### src/rtl/mem_stage.sv
// Memory pipeline stage: latches execute results, issues one load/store, aligns load data for write-back.
// Optional MS_ALIGN_CHECK_EN: flags misaligned accesses on ms_ex_ale instead of issuing them.
module mem_stage (
    input  logic        clk,
    input  logic        resetn,
    input  logic        es_to_ms_valid,
    output logic        ms_allowin,
    input  logic [63:0] es_pc,
    input  logic [63:0] es_alu_result,
    input  logic [63:0] es_store_data,
    input  logic        es_mem_re,
    input  logic        es_mem_we,
    input  logic [1:0]  es_mem_size,
    input  logic        es_mem_unsigned,
    input  logic        es_rf_we,
    input  logic [4:0]  es_dest,
    output logic        data_req,
    output logic        data_wr,
    output logic [1:0]  data_size,
    output logic [63:0] data_addr,
    output logic [7:0]  data_wstrb,
    output logic [63:0] data_wdata,
    input  logic        data_addr_ok,
    input  logic        data_data_ok,
    input  logic [63:0] data_rdata,
    output logic        ms_to_ws_valid,
    input  logic        ws_allowin,
    output logic [63:0] ms_pc,
    output logic        ms_rf_we,
    output logic [4:0]  ms_dest,
    output logic [63:0] ms_final_result
`ifdef MS_ALIGN_CHECK_EN
    ,
    output logic        ms_ex_ale
`endif
);
    typedef enum logic [1:0] {S_IDLE, S_REQ, S_WAIT, S_DONE} state_t;

    state_t      state;
    logic        ms_valid;
    logic        ms_ready_go;
    logic [63:0] pc_r, alu_r, sd_r, result_r;
    logic        re_r, we_r, uns_r, rf_we_r, ale_r;
    logic [1:0]  size_r;
    logic [4:0]  dest_r;
    logic        es_ale;
    logic [2:0]  off;
    logic [63:0] shifted, load_val;

`ifdef MS_ALIGN_CHECK_EN
    logic es_misalign;
    always_comb begin
        case (es_mem_size)
            2'd1:    es_misalign = es_alu_result[0];
            2'd2:    es_misalign = |es_alu_result[1:0];
            2'd3:    es_misalign = |es_alu_result[2:0];
            default: es_misalign = 1'b0;
        endcase
    end
    assign es_ale    = (es_mem_re | es_mem_we) & es_misalign;
    assign ms_ex_ale = ms_valid & ale_r & (state == S_DONE);
`else
    assign es_ale = 1'b0;
`endif

    assign ms_ready_go    = (state == S_DONE);
    assign ms_allowin     = !ms_valid | (ms_ready_go & ws_allowin);
    assign ms_to_ws_valid = ms_valid & ms_ready_go;
    assign ms_rf_we       = ms_valid & rf_we_r & !ale_r;
    assign ms_pc          = pc_r;
    assign ms_dest        = dest_r;
    assign ms_final_result = result_r;

    assign data_req  = ms_valid & (state == S_REQ);
    assign data_wr   = we_r;
    assign data_size = size_r;
    assign data_addr = alu_r;
    assign off       = alu_r[2:0];

    // Strobes shift within the 8-byte word; bytes past lane 7 are dropped.
    always_comb begin
        case (size_r)
            2'd0:    begin data_wstrb = 8'h01 << off; data_wdata = {8{sd_r[7:0]}};  end
            2'd1:    begin data_wstrb = 8'h03 << off; data_wdata = {4{sd_r[15:0]}}; end
            2'd2:    begin data_wstrb = 8'h0F << off; data_wdata = {2{sd_r[31:0]}}; end
            default: begin data_wstrb = 8'hFF;        data_wdata = sd_r;            end
        endcase
    end

    assign shifted = data_rdata >> {off, 3'b000};
    always_comb begin
        case (size_r)
            2'd0:    load_val = uns_r ? {56'd0, shifted[7:0]}  : {{56{shifted[7]}},  shifted[7:0]};
            2'd1:    load_val = uns_r ? {48'd0, shifted[15:0]} : {{48{shifted[15]}}, shifted[15:0]};
            2'd2:    load_val = uns_r ? {32'd0, shifted[31:0]} : {{32{shifted[31]}}, shifted[31:0]};
            default: load_val = shifted;
        endcase
    end

    always_ff @(posedge clk or negedge resetn) begin
        if (!resetn) begin
            state    <= S_IDLE;
            ms_valid <= 1'b0;
            pc_r     <= '0;
            alu_r    <= '0;
            sd_r     <= '0;
            result_r <= '0;
            re_r     <= 1'b0;
            we_r     <= 1'b0;
            uns_r    <= 1'b0;
            rf_we_r  <= 1'b0;
            ale_r    <= 1'b0;
            size_r   <= '0;
            dest_r   <= '0;
        end else if (es_to_ms_valid && ms_allowin) begin
            ms_valid <= 1'b1;
            pc_r     <= es_pc;
            alu_r    <= es_alu_result;
            sd_r     <= es_store_data;
            result_r <= es_alu_result;
            re_r     <= es_mem_re;
            we_r     <= es_mem_we;
            uns_r    <= es_mem_unsigned;
            rf_we_r  <= es_rf_we;
            ale_r    <= es_ale;
            size_r   <= es_mem_size;
            dest_r   <= es_dest;
            // Next state is chosen from the incoming op so non-memory ops are ready next cycle.
            state    <= ((es_mem_re | es_mem_we) & !es_ale) ? S_REQ : S_DONE;
        end else if (ms_allowin) begin
            ms_valid <= 1'b0;
            state    <= S_IDLE;
        end else begin
            case (state)
                S_REQ:  if (data_addr_ok) state <= S_WAIT;
                S_WAIT: if (data_data_ok) begin
                    if (re_r) result_r <= load_val;
                    state <= S_DONE;
                end
                default: ;
            endcase
        end
    end
endmodule
### config.mk
export PLATFORM = sky130hd
export DESIGN_NAME = mem_stage
export DESIGN_NICKNAME = d
export VERILOG_FILES = /design/src/rtl/mem_stage.sv
export SDC_FILE = /design/constraint.sdc
export NUM_CORES = 1
export LEC_CHECK = 0
export BUFFER_PORTS_ARGS = -buffer_cell sky130_fd_sc_hd__buf_2
export CAP_MARGIN = 20
export CORE_ASPECT_RATIO = 0.5
export CORE_MARGIN = 4
export CORE_UTILIZATION = 40
export DETAILED_ROUTE_END_ITERATION = 8
export PLACE_DENSITY_LB_ADDON = 0.05
export RECOVER_POWER = 50
export SYNTH_ARGS = -nofsm -noshare
export SYNTH_HDL_FRONTEND = slang
export SYNTH_SLANG_ARGS = --single-unit
### constraint.sdc
create_clock -name clk -period 3.8 [get_ports clk]
set_clock_uncertainty 0.15 [all_clocks]
set_input_delay 0.57 -clock clk [delete_from_list [all_inputs] [get_ports clk]]
set_output_delay 0.57 -clock clk [all_outputs]
set_load 0.02 [all_outputs]
==> out/qor.yml <==
placed_design:
  place_inst: 2459
  port_buffers: 548
  post-place-ws_ns: 0.807
  place_hpwl_mm: 37.5
  gp_congestion: 0.892
worst_setup_path:
  required_ns: 3.08
  worstPathCellList: "inv_1 > ha_1 > or2_2 > nor2_1 > nor2_1 > a22o_1 > buf_2"
  cp.buffers_inverters: 2
  cpLargestDelayFamily: "simple AND/OR/NAND/NOR gates"
  worstPathArrival_ns: 2.85
  crit_slowest_cell: "nor2_1"
  slowest_delay_ns: 0.52
  cp_max_fo: 12
  crit_path_end_kind: "output pin"
  cp-start-kind: "flip-flop"
  crit_top_cell: "nor2_1"
  path_class: "reg -> out"
global_route:
  grt_first_pass_wirelength_mm: 74.3
  antenna_found_initial: 9
  grt.total_usage: 0.261
  grt_max_degree: 167
  grt_pass1_vias: 12400
  overflow: 0
route:
  vias: 13000
  wl_per_cell_um: 20.3
  dr.pass1.iters: 5
  postRouteWirelength_mm: 51.1
  postRouteAntennaNets: 0
  drc: 0
  vias_per_cell: 5.15
  drt_iter0_markers: 1016
timing:
  hold_slack_ns: 0.0356
  slew-limit-headroom: -0.564
  fin_tns_setup_ns: 0
  finalHoldViolations: 0
  rsz0062_at_grt: "no"
  worst_slew_pin_slew_ns: 2.35
  fmax_mhz: 280
  fin_crit_ns: 3.57
  finalSetupViolCount: 0
  final.setup.worst_slack_ns: 0.228
  fin_crit_sh: 0.940
  finalMaxSlewViolations: 85
outcome:
  violations: "max-capacitance violations, max-slew violations"
  status: "finished with violations"
yosys:
  synthCells: 1563
  async_flop_share: 1.00
  synth_edf_count: 0
  synth_area_per_cell_um2: 8.60
  yosysSeqAreaShare: 0.503
  synth_warnings: 0
  synth_cell_type_count: 52
  synthesis.nets: 1841
  netlist_area_um2: 13400
  synth-seq-cells: 270
  synth_ff_type: "dfrtp_1"
power:
  swShare: 0.489
  pwr-share-comb: 0.536
  power.density_nw_per_um2: 983
  intPower_mw: 8.64
  p_clk_frac: 0.155
  switching_power_mw: 8.27
  leakage_nw: 8.72
  pwr-share-seq: 0.309
  ir_drop_mv: 0.427
die:
  die_y_um: 138
  start_util: 0.406
  rows: 47
  coreArea_um2: 33100
  ios: 549
  die_x_um: 267
  dieArea_um2: 36800
clocking:
  clockBufferDepth: 3
  clock_latency_ns: 0.56
  cts_made_buffers: 27
  htreeDepth: 1
  clk_pin_slew_worst_paths_ns: 0.07
  post-cts-setup-buffers: 0
  cts_tree: "yes"
  clockRootBuffer: "clkbuf_16"
  cts.sinks: 270
finish:
  drive_above_1_share: 0.264
  area_delta_synth_final_pct: 28.0
  nets: 2326
  fin_cells: 2517
  final_util: 0.520
  num-fill-cells: 3333
min_path:
  hold_path_class: "in -> reg"
job:
  max-cap-violations: 1
## per-layer routing
layer,track usage,wire length [um],up-vias
met5,0,21,-
met4,0.0774,1610,4
met3,0.0496,2990,97
met2,0.450,25600,377
met1,0.339,20800,6265
li1,-,-,6220
## power groups by stage
stage / sequential [mW] / clock, mW / combinational, mW
final: 5.22 / 2.62 / 9.07
after global routing: 5.38 / 2.82 / 9.83
after CTS: 5.19 / 2.69 / 9.34
after detailed placement: 5.22 / 0 / 9.30
after global placement: 5.22 / 0 / 9.24
after floorplan: 6.21 / 0 / 4.93
## layout by cell type, fill, tap and decap left out, types with 24 or more instances in the layout
cell type,count
buf_2,411
nor2_1,24
a21oi_1,62
o22ai_1,48
dfrtp_1,268
clkbuf_16,27
clkbuf_1,146
nand2_1,661
o21ai_0,75
mux2i_1,50
## through the flow
step	power, mW	area, um^2
3_5_place_dp	14.5	16500
5_1_grt	18.0	17200
4_1_cts	17.2	17400
6_report	16.9	17200
2_1_floorplan	11.1	13400
3_3_place_gp	14.5	16500
## cells by family after synthesis
logic type                 count (synthesis)  share of synthesized area
and+or+nand+nor                          758                      0.228
AOI/OAI and AO/OA                        314                      0.154
DFF                                      270                      0.503
buffers and inverters                    142                     0.0479
muxes                                     74                     0.0632
adders and majority gates                  5                    0.00465
## layout make-up
class                   instances  area [um^2]  area share
flip-flops and latches        270         6760       0.393
multi-input cells            1151         6070       0.353
repair buffers                577         2870       0.167
clock buffers                  42          792      0.0460
well taps                     441          552      0.0321
inverters                      21         78.8     0.00458
clock inverters                 8         57.6     0.00335
diodes                          7         17.5     0.00102
## Yosys cell counts, types with 2 or more instances
library cell	n	area share
a211o_1	3	0.0020
a211oi_1	7	0.0039
a21boi_0	8	0.0045
a21o_1	4	0.0022
a21oi_1	62	0.023
a21oi_2	20	0.013
a221o_1	11	0.0082
a221oi_1	6	0.0039
a22o_1	18	0.012
a22oi_1	16	0.0089
a2bb2oi_1	8	0.0052
a311oi_1	3	0.0020
a31oi_1	5	0.0023
and2_1	13	0.0061
and3_1	9	0.0042
buf_1	8	0.0022
buf_2	19	0.0071
buf_4	13	0.0073
buf_6	5	0.0042
clkbuf_1	75	0.021
dfrtp_1	270	0.50
ha_1	5	0.0047
inv_1	20	0.0056
mux2_2	17	0.014
mux2i_1	50	0.037
mux4_2	7	0.012
nand2_1	662	0.18
nand2b_1	2	0.00093
nand3_1	7	0.0026
nand3b_1	6	0.0034
nor2_1	25	0.0070
nor2b_1	12	0.0056
nor3_1	2	0.00074
nor3_2	2	0.0015
o211a_1	3	0.0022
o211ai_1	11	0.0061
o21ai_0	75	0.028
o21bai_1	3	0.0017
o22ai_1	48	0.022
or2_2	4	0.0019
or3_1	3	0.0014
or3b_2	6	0.0039
## repair_timing
action | 4_1_cts | 5_1_grt
hold endpoints to repair | 80 | 0
hold buffers | 1 | 0
gates resized for setup | 0 | 0
endpoints found under the setup margin | 0 | 0
## worst paths after layout
kind | cells past startpoint | startpoint | slack, ns | end
worst max-delay path | 7 | data_size[1] | 0.23 | data_wdata[37]
worst min-delay path | 3 | es_store_data[7] | 0.04 | sd_r[7]
worst max register to register | 6 | data_addr[2] | 0.88 | ms_final_result[62]
worst min register to register | 2 | rf_we_r | 0.32 | rf_we_r
max in group asynchronous | 3 | resetn | 0.78 | ms_pc[4]
min in group asynchronous | 2 | resetn | 1.05 | data_addr[53]
## sequential cells by signal, indices dropped and copies added (netlist names)
name and cells:
ms_valid 1, data_wr 1, ms_dest 5, uns_r 1
data_addr 64, re_r 1, sd_r 64, rf_we_r 1
ms_pc 64, ms_final_result 64, state 2, data_size 2
## tightest hold or removal path: stages
cell and delay (ns):
buf_2 0.07, nand2_1 0.04, nand2_1 0.04
Note: power is estimated with default switching activity, not from simulation.
